<file path="src/rtl/lane_tx_scheduler.sv">
// Transmit-side scheduler arbitrating ordered-set bursts against 4-byte data blocks
// for the two-lane distributer. Optional block counters behind LANE_SCHED_STATS_EN.
module lane_tx_scheduler #(
    parameter int OS_LEN     = 16,
    parameter int DATA_BLK   = 4,
    parameter int STARVE_MAX = 4
) (
    input  logic        clk,
    input  logic        rst,
    input  logic        link_en,
    input  logic        os_req,
    input  logic [3:0]  os_type,
    output logic        os_gnt,
    output logic        os_busy,
    input  logic        data_req,
    output logic        data_gnt,
    output logic        enable_t,
    output logic [3:0]  d_sel,
    output logic        abort,
    output logic        illegal_os,
    output logic [15:0] os_blk_cnt,
    output logic [15:0] data_blk_cnt
);

    localparam int BLK_MAX = (OS_LEN > DATA_BLK) ? OS_LEN : DATA_BLK;
    localparam int CW      = (BLK_MAX > 1) ? $clog2(BLK_MAX) : 1;
    localparam int SW      = $clog2(STARVE_MAX + 1);

    localparam logic [CW-1:0] OS_LAST    = CW'(OS_LEN - 1);
    localparam logic [CW-1:0] DATA_LAST  = CW'(DATA_BLK - 1);
    localparam logic [SW-1:0] STARVE_LIM = SW'(STARVE_MAX);

    localparam logic [3:0] DSEL_DATA = 4'h8;
    localparam logic [3:0] DSEL_IDLE = 4'hF;

    typedef enum logic [1:0] {
        S_IDLE,
        S_OS,
        S_DATA
    } state_t;

    state_t        state;
    logic [CW-1:0] bcnt;
    logic [SW-1:0] starve_cnt;

    logic          os_last;
    logic          data_last;
    logic          arb;
    logic          mid_drop;
    logic          os_bad;
    logic          os_win;
    logic [SW-1:0] starve_eff;

    always_comb begin
        os_last   = (state == S_OS)   && (bcnt == OS_LAST);
        data_last = (state == S_DATA) && (bcnt == DATA_LAST);
        mid_drop  = (state != S_IDLE) && !link_en;
        arb       = ((state == S_IDLE) && link_en) || os_last || data_last;

        // Starvation count as it stands after the burst now finishing, so the
        // decision taken at that same edge already sees the updated value.
        starve_eff = starve_cnt;
        if (os_last) begin
            if (!data_req)
                starve_eff = '0;
            else if (starve_cnt != STARVE_LIM)
                starve_eff = starve_cnt + SW'(1);
        end

        os_bad = os_req && os_type[3];
        os_win = os_req && !os_type[3] && ((starve_eff < STARVE_LIM) || !data_req);
    end

    always_ff @(posedge clk) begin
        if (rst) begin
            state      <= S_IDLE;
            bcnt       <= '0;
            starve_cnt <= '0;
            os_gnt     <= 1'b0;
            os_busy    <= 1'b0;
            data_gnt   <= 1'b0;
            enable_t   <= 1'b0;
            d_sel      <= DSEL_IDLE;
            abort      <= 1'b0;
            illegal_os <= 1'b0;
        end else begin
            os_gnt     <= 1'b0;
            abort      <= 1'b0;
            illegal_os <= 1'b0;

            if (mid_drop) begin
                state      <= S_IDLE;
                bcnt       <= '0;
                starve_cnt <= '0;
                os_busy    <= 1'b0;
                data_gnt   <= 1'b0;
                enable_t   <= 1'b0;
                d_sel      <= DSEL_IDLE;
                abort      <= 1'b1;
            end else if (arb) begin
                bcnt       <= '0;
                enable_t   <= link_en;
                illegal_os <= os_bad;
                if (os_win) begin
                    state      <= S_OS;
                    starve_cnt <= starve_eff;
                    os_gnt     <= 1'b1;
                    os_busy    <= 1'b1;
                    data_gnt   <= 1'b0;
                    d_sel      <= os_type;
                end else if (data_req) begin
                    state      <= S_DATA;
                    starve_cnt <= '0;
                    os_busy    <= 1'b0;
                    data_gnt   <= 1'b1;
                    d_sel      <= DSEL_DATA;
                end else begin
                    state      <= S_IDLE;
                    starve_cnt <= starve_eff;
                    os_busy    <= 1'b0;
                    data_gnt   <= 1'b0;
                    d_sel      <= DSEL_IDLE;
                end
            end else if (state == S_IDLE) begin
                // link disabled while idle: hold the lane quiet, nothing to abort
                bcnt     <= '0;
                enable_t <= 1'b0;
                os_busy  <= 1'b0;
                data_gnt <= 1'b0;
                d_sel    <= DSEL_IDLE;
            end else begin
                bcnt <= bcnt + CW'(1);
            end
        end
    end

`ifdef LANE_SCHED_STATS_EN
    always_ff @(posedge clk) begin
        if (rst) begin
            os_blk_cnt   <= '0;
            data_blk_cnt <= '0;
        end else if (!mid_drop) begin
            if (os_last && (os_blk_cnt != 16'hFFFF))
                os_blk_cnt <= os_blk_cnt + 16'd1;
            if (data_last && (data_blk_cnt != 16'hFFFF))
                data_blk_cnt <= data_blk_cnt + 16'd1;
        end
    end
`else
    assign os_blk_cnt   = 16'h0;
    assign data_blk_cnt = 16'h0;
`endif

endmodule
</file>
<file path="config.mk">
export PLATFORM = sky130hd
export DESIGN_NAME = lane_tx_scheduler
export DESIGN_NICKNAME = d
export VERILOG_FILES = /design/src/rtl/lane_tx_scheduler.sv
export SDC_FILE = /design/constraint.sdc
export NUM_CORES = 1
export LEC_CHECK = 0
export CAP_MARGIN = 20
export CORE_MARGIN = 1.5
export CORE_UTILIZATION = 45
export CTS_CLUSTER_SIZE = 30
export DETAILED_ROUTE_END_ITERATION = 8
export DONT_BUFFER_PORTS = 1
export PLACE_DENSITY_LB_ADDON = 0.3
export SLEW_MARGIN = 5
export SYNTH_ARGS = -nofsm -noshare
export SYNTH_HDL_FRONTEND = slang
export SYNTH_SLANG_ARGS = --single-unit
</file>
<file path="constraint.sdc">
create_clock -name clk -period 4.61 [get_ports clk]
set_input_delay 0.461 -clock clk [delete_from_list [all_inputs] [get_ports clk]]
set_output_delay 0.461 -clock clk [all_outputs]
set_load 0.05 [all_outputs]
</file>
==> metrics <==
crit path DAT 1.97 ns; post-route core utilization 45.2%; residual DRC count 0; DIE HEIGHT 55.8 um; flop2flop setup slack 2.82 ns; drt wl/cell 13.1 um; CTS tree done; CP Max Fanout 12; Worst Setup Path Type reg2reg; DP Area around 1100 um^2; GR Util All Layers 13.7%; Root Driver clkbuf_4; crit start category flop; DRT Pass-1 Iters 4; largest vdd supply drop 205 uV; Top FF cell, synth dfxtp_1; Hold WC Path Type in2reg; Post-CTS Resized 0; # H-tree levels 1; die area approximately 3100 um^2; Die Wd 55.8 um; Post-Syn Area 1250 um^2; largest area contributor in the netlist dfxtp_1; TritonCTS buffer count 3; Synth Register Bits 19; Syn. warnings 0; fraction of layout cells with a size suffix above 1 between 10% and 20%; Slew headroom 64.2%; most frequent cells in the layout 32 x conb_1, 19 x dfxtp_1, 9 x nor2_1, 6 x inv_1, 4 x and3_1; Tcrit/Tclk final 38.8%; GPL Wtd Cong about 0.78; Vias/cell 5.13; clk_lat worst skew 0.30 ns; worst setup path startpoint bcnt[0]$_SDFF_PP0_; area grow syn2layout -7.58%; r2r startpoint bcnt[0]$_SDFF_PP0_; port bufs 0; clk_skew between 0.001 and 0.0015 ns; Post-CTS Hold Fix Bufs 0; PwrDens 312 nW/um^2; Synth cell types slightly above 50; Pins Over Slew Limit 0; clock tree sinks 19; final antenna-violating net count 0; DRT iter0 DRCs 38; ys async rst share 0%; post-synth top area share 30.3%; fmax ~560 MHz; fin nets between 100 and 150; largest net degree at the start of global routing 15; initial antenna violation count 0; Initial Util slightly below 50%; synthesized area per cell between 9 and 10 um^2; Reg-to-Reg End state[0]$_SDFFE_PP0N_; IO Count between 50 and 60; worst-margin pin slew 0.536 ns; Std-Cell Core Area about 2600 um^2; hpwl dp 1570 um; Clk pin slew, worst setup/hold paths roughly 0.11 ns; Post-Place Cells 159; global-route wire length before repair around 3300 um; Post-Syn Instances 134; Overflow after GRT 0; RSZ-0062 raised after global routing no; critical path endpoint state[0]$_SDFFE_PP0N_; total negative slack 0 ns; DR vias 837; Pleak 0.463 nW; Tmin final 1.79 ns; Post-Route WL around 2100 um; status completed; Final Non-Filler Cells 163; fin area 1160 um^2; Seq/Total Area, Yosys 30.3%; MaxCap Viol Count 0; final hold viol count 0; Post-CTS Setup Bufs 0; clk buf depth 2; n_diodes 0; Worst R2R Path Depth 5; vias in the first global route 711; final-report setup violation count 0; Core Rows 18; critical path required time 4.79 ns; Post-synth EDFFs 0; Setup crit end kind flop; commonest non-fill, non-tap cell in the layout conb_1; top post-synthesis cells by area dfxtp_1 30%, buf_4 19%, ha_1 3.0%, o22ai_2 3.0%, nor2_1 2.7%
==> flip-flops by register name (all words and copies together), names as in the netlist <==
signal	flops
bcnt	4
d_sel	4
starve_cnt	3
state	2
abort	1
data_gnt	1
enable_t	1
illegal_os	1
os_busy	1
os_gnt	1
==> Yosys cell counts (2+ instances only) <==
cell type	count
a21oi_1	2
a31o_1	2
a31oi_1	3
and3_1	4
and4_1	2
buf_4	32
dfxtp_1	19
ha_1	3
inv_1	6
nand2_1	3
nand3_1	2
nand4b_1	2
nor2_1	9
nor2_2	2
nor3_1	2
o21ai_0	3
o21ai_1	2
o22ai_2	3
==> final cells by class <==
class	instances	area, um^2
fill	250	1410
multi-input combinational	104	693
sequential	19	380
tap	30	37.5
clock buffer	4	26.3
inverter	6	22.5
==> cell families after synthesis <==
group                      synth area share, %
AOI/OAI and AO/OA                         18.0
adders and majority gates                 2.99
and+or+nand+nor                           23.2
DFF                                       30.3
other                                    0.299
xor gates and xnor gates                  1.40
buffers and inverters                     23.7
==> report_power, final <==
group	total, mW	switching, mW	internal, mW
registers	0.189	0.0195	0.170
logic	0.0860	0.0729	0.0131
clock network	0.0869	0.0531	0.0337
==> metal layers <==
metal / global-route usage [%] / routed length, um
met4: 8.50 / 53
met2: 19.9 / 960
met5: 0 / 0
met1: 17.5 / 948
met3: 4.19 / 173
==> how the worst min path moves through the flow <==
stage	startpoint	to	slack (ns)	cells after the start
after detailed placement	bcnt[0]$_SDFF_PP0_	bcnt[0]$_SDFF_PP0_	0.44	1
final	rst	abort$_SDFF_PP0_	0.22	1
after CTS	rst	abort$_SDFF_PP0_	0.21	1
after global routing	rst	abort$_SDFF_PP0_	0.20	1
after floorplan	bcnt[0]$_SDFF_PP0_	bcnt[0]$_SDFF_PP0_	0.42	1
after global placement	bcnt[0]$_SDFF_PP0_	bcnt[0]$_SDFF_PP0_	0.43	1
==> stage by stage <==
stage | hold WS, ns | setup WS (ns) | power (mW)
3_5_place_dp | 0.437 | 2.85 | 0.278
6_report | 0.217 | 2.82 | 0.362
3_3_place_gp | 0.432 | 2.94 | 0.278
5_1_grt | 0.201 | 2.69 | 0.376
2_1_floorplan | 0.418 | 3.08 | 0.295
4_1_cts | 0.210 | 2.82 | 0.364
==> critical path, stage by stage (launching register included) <==
cell     delay [ns]
dfxtp_1        0.37
ha_1           0.27
and4b_4        0.40
a31oi_1        0.17
o21ai_4        0.34
o32ai_1        0.12
Note: power is estimated with default switching activity, not from simulation.
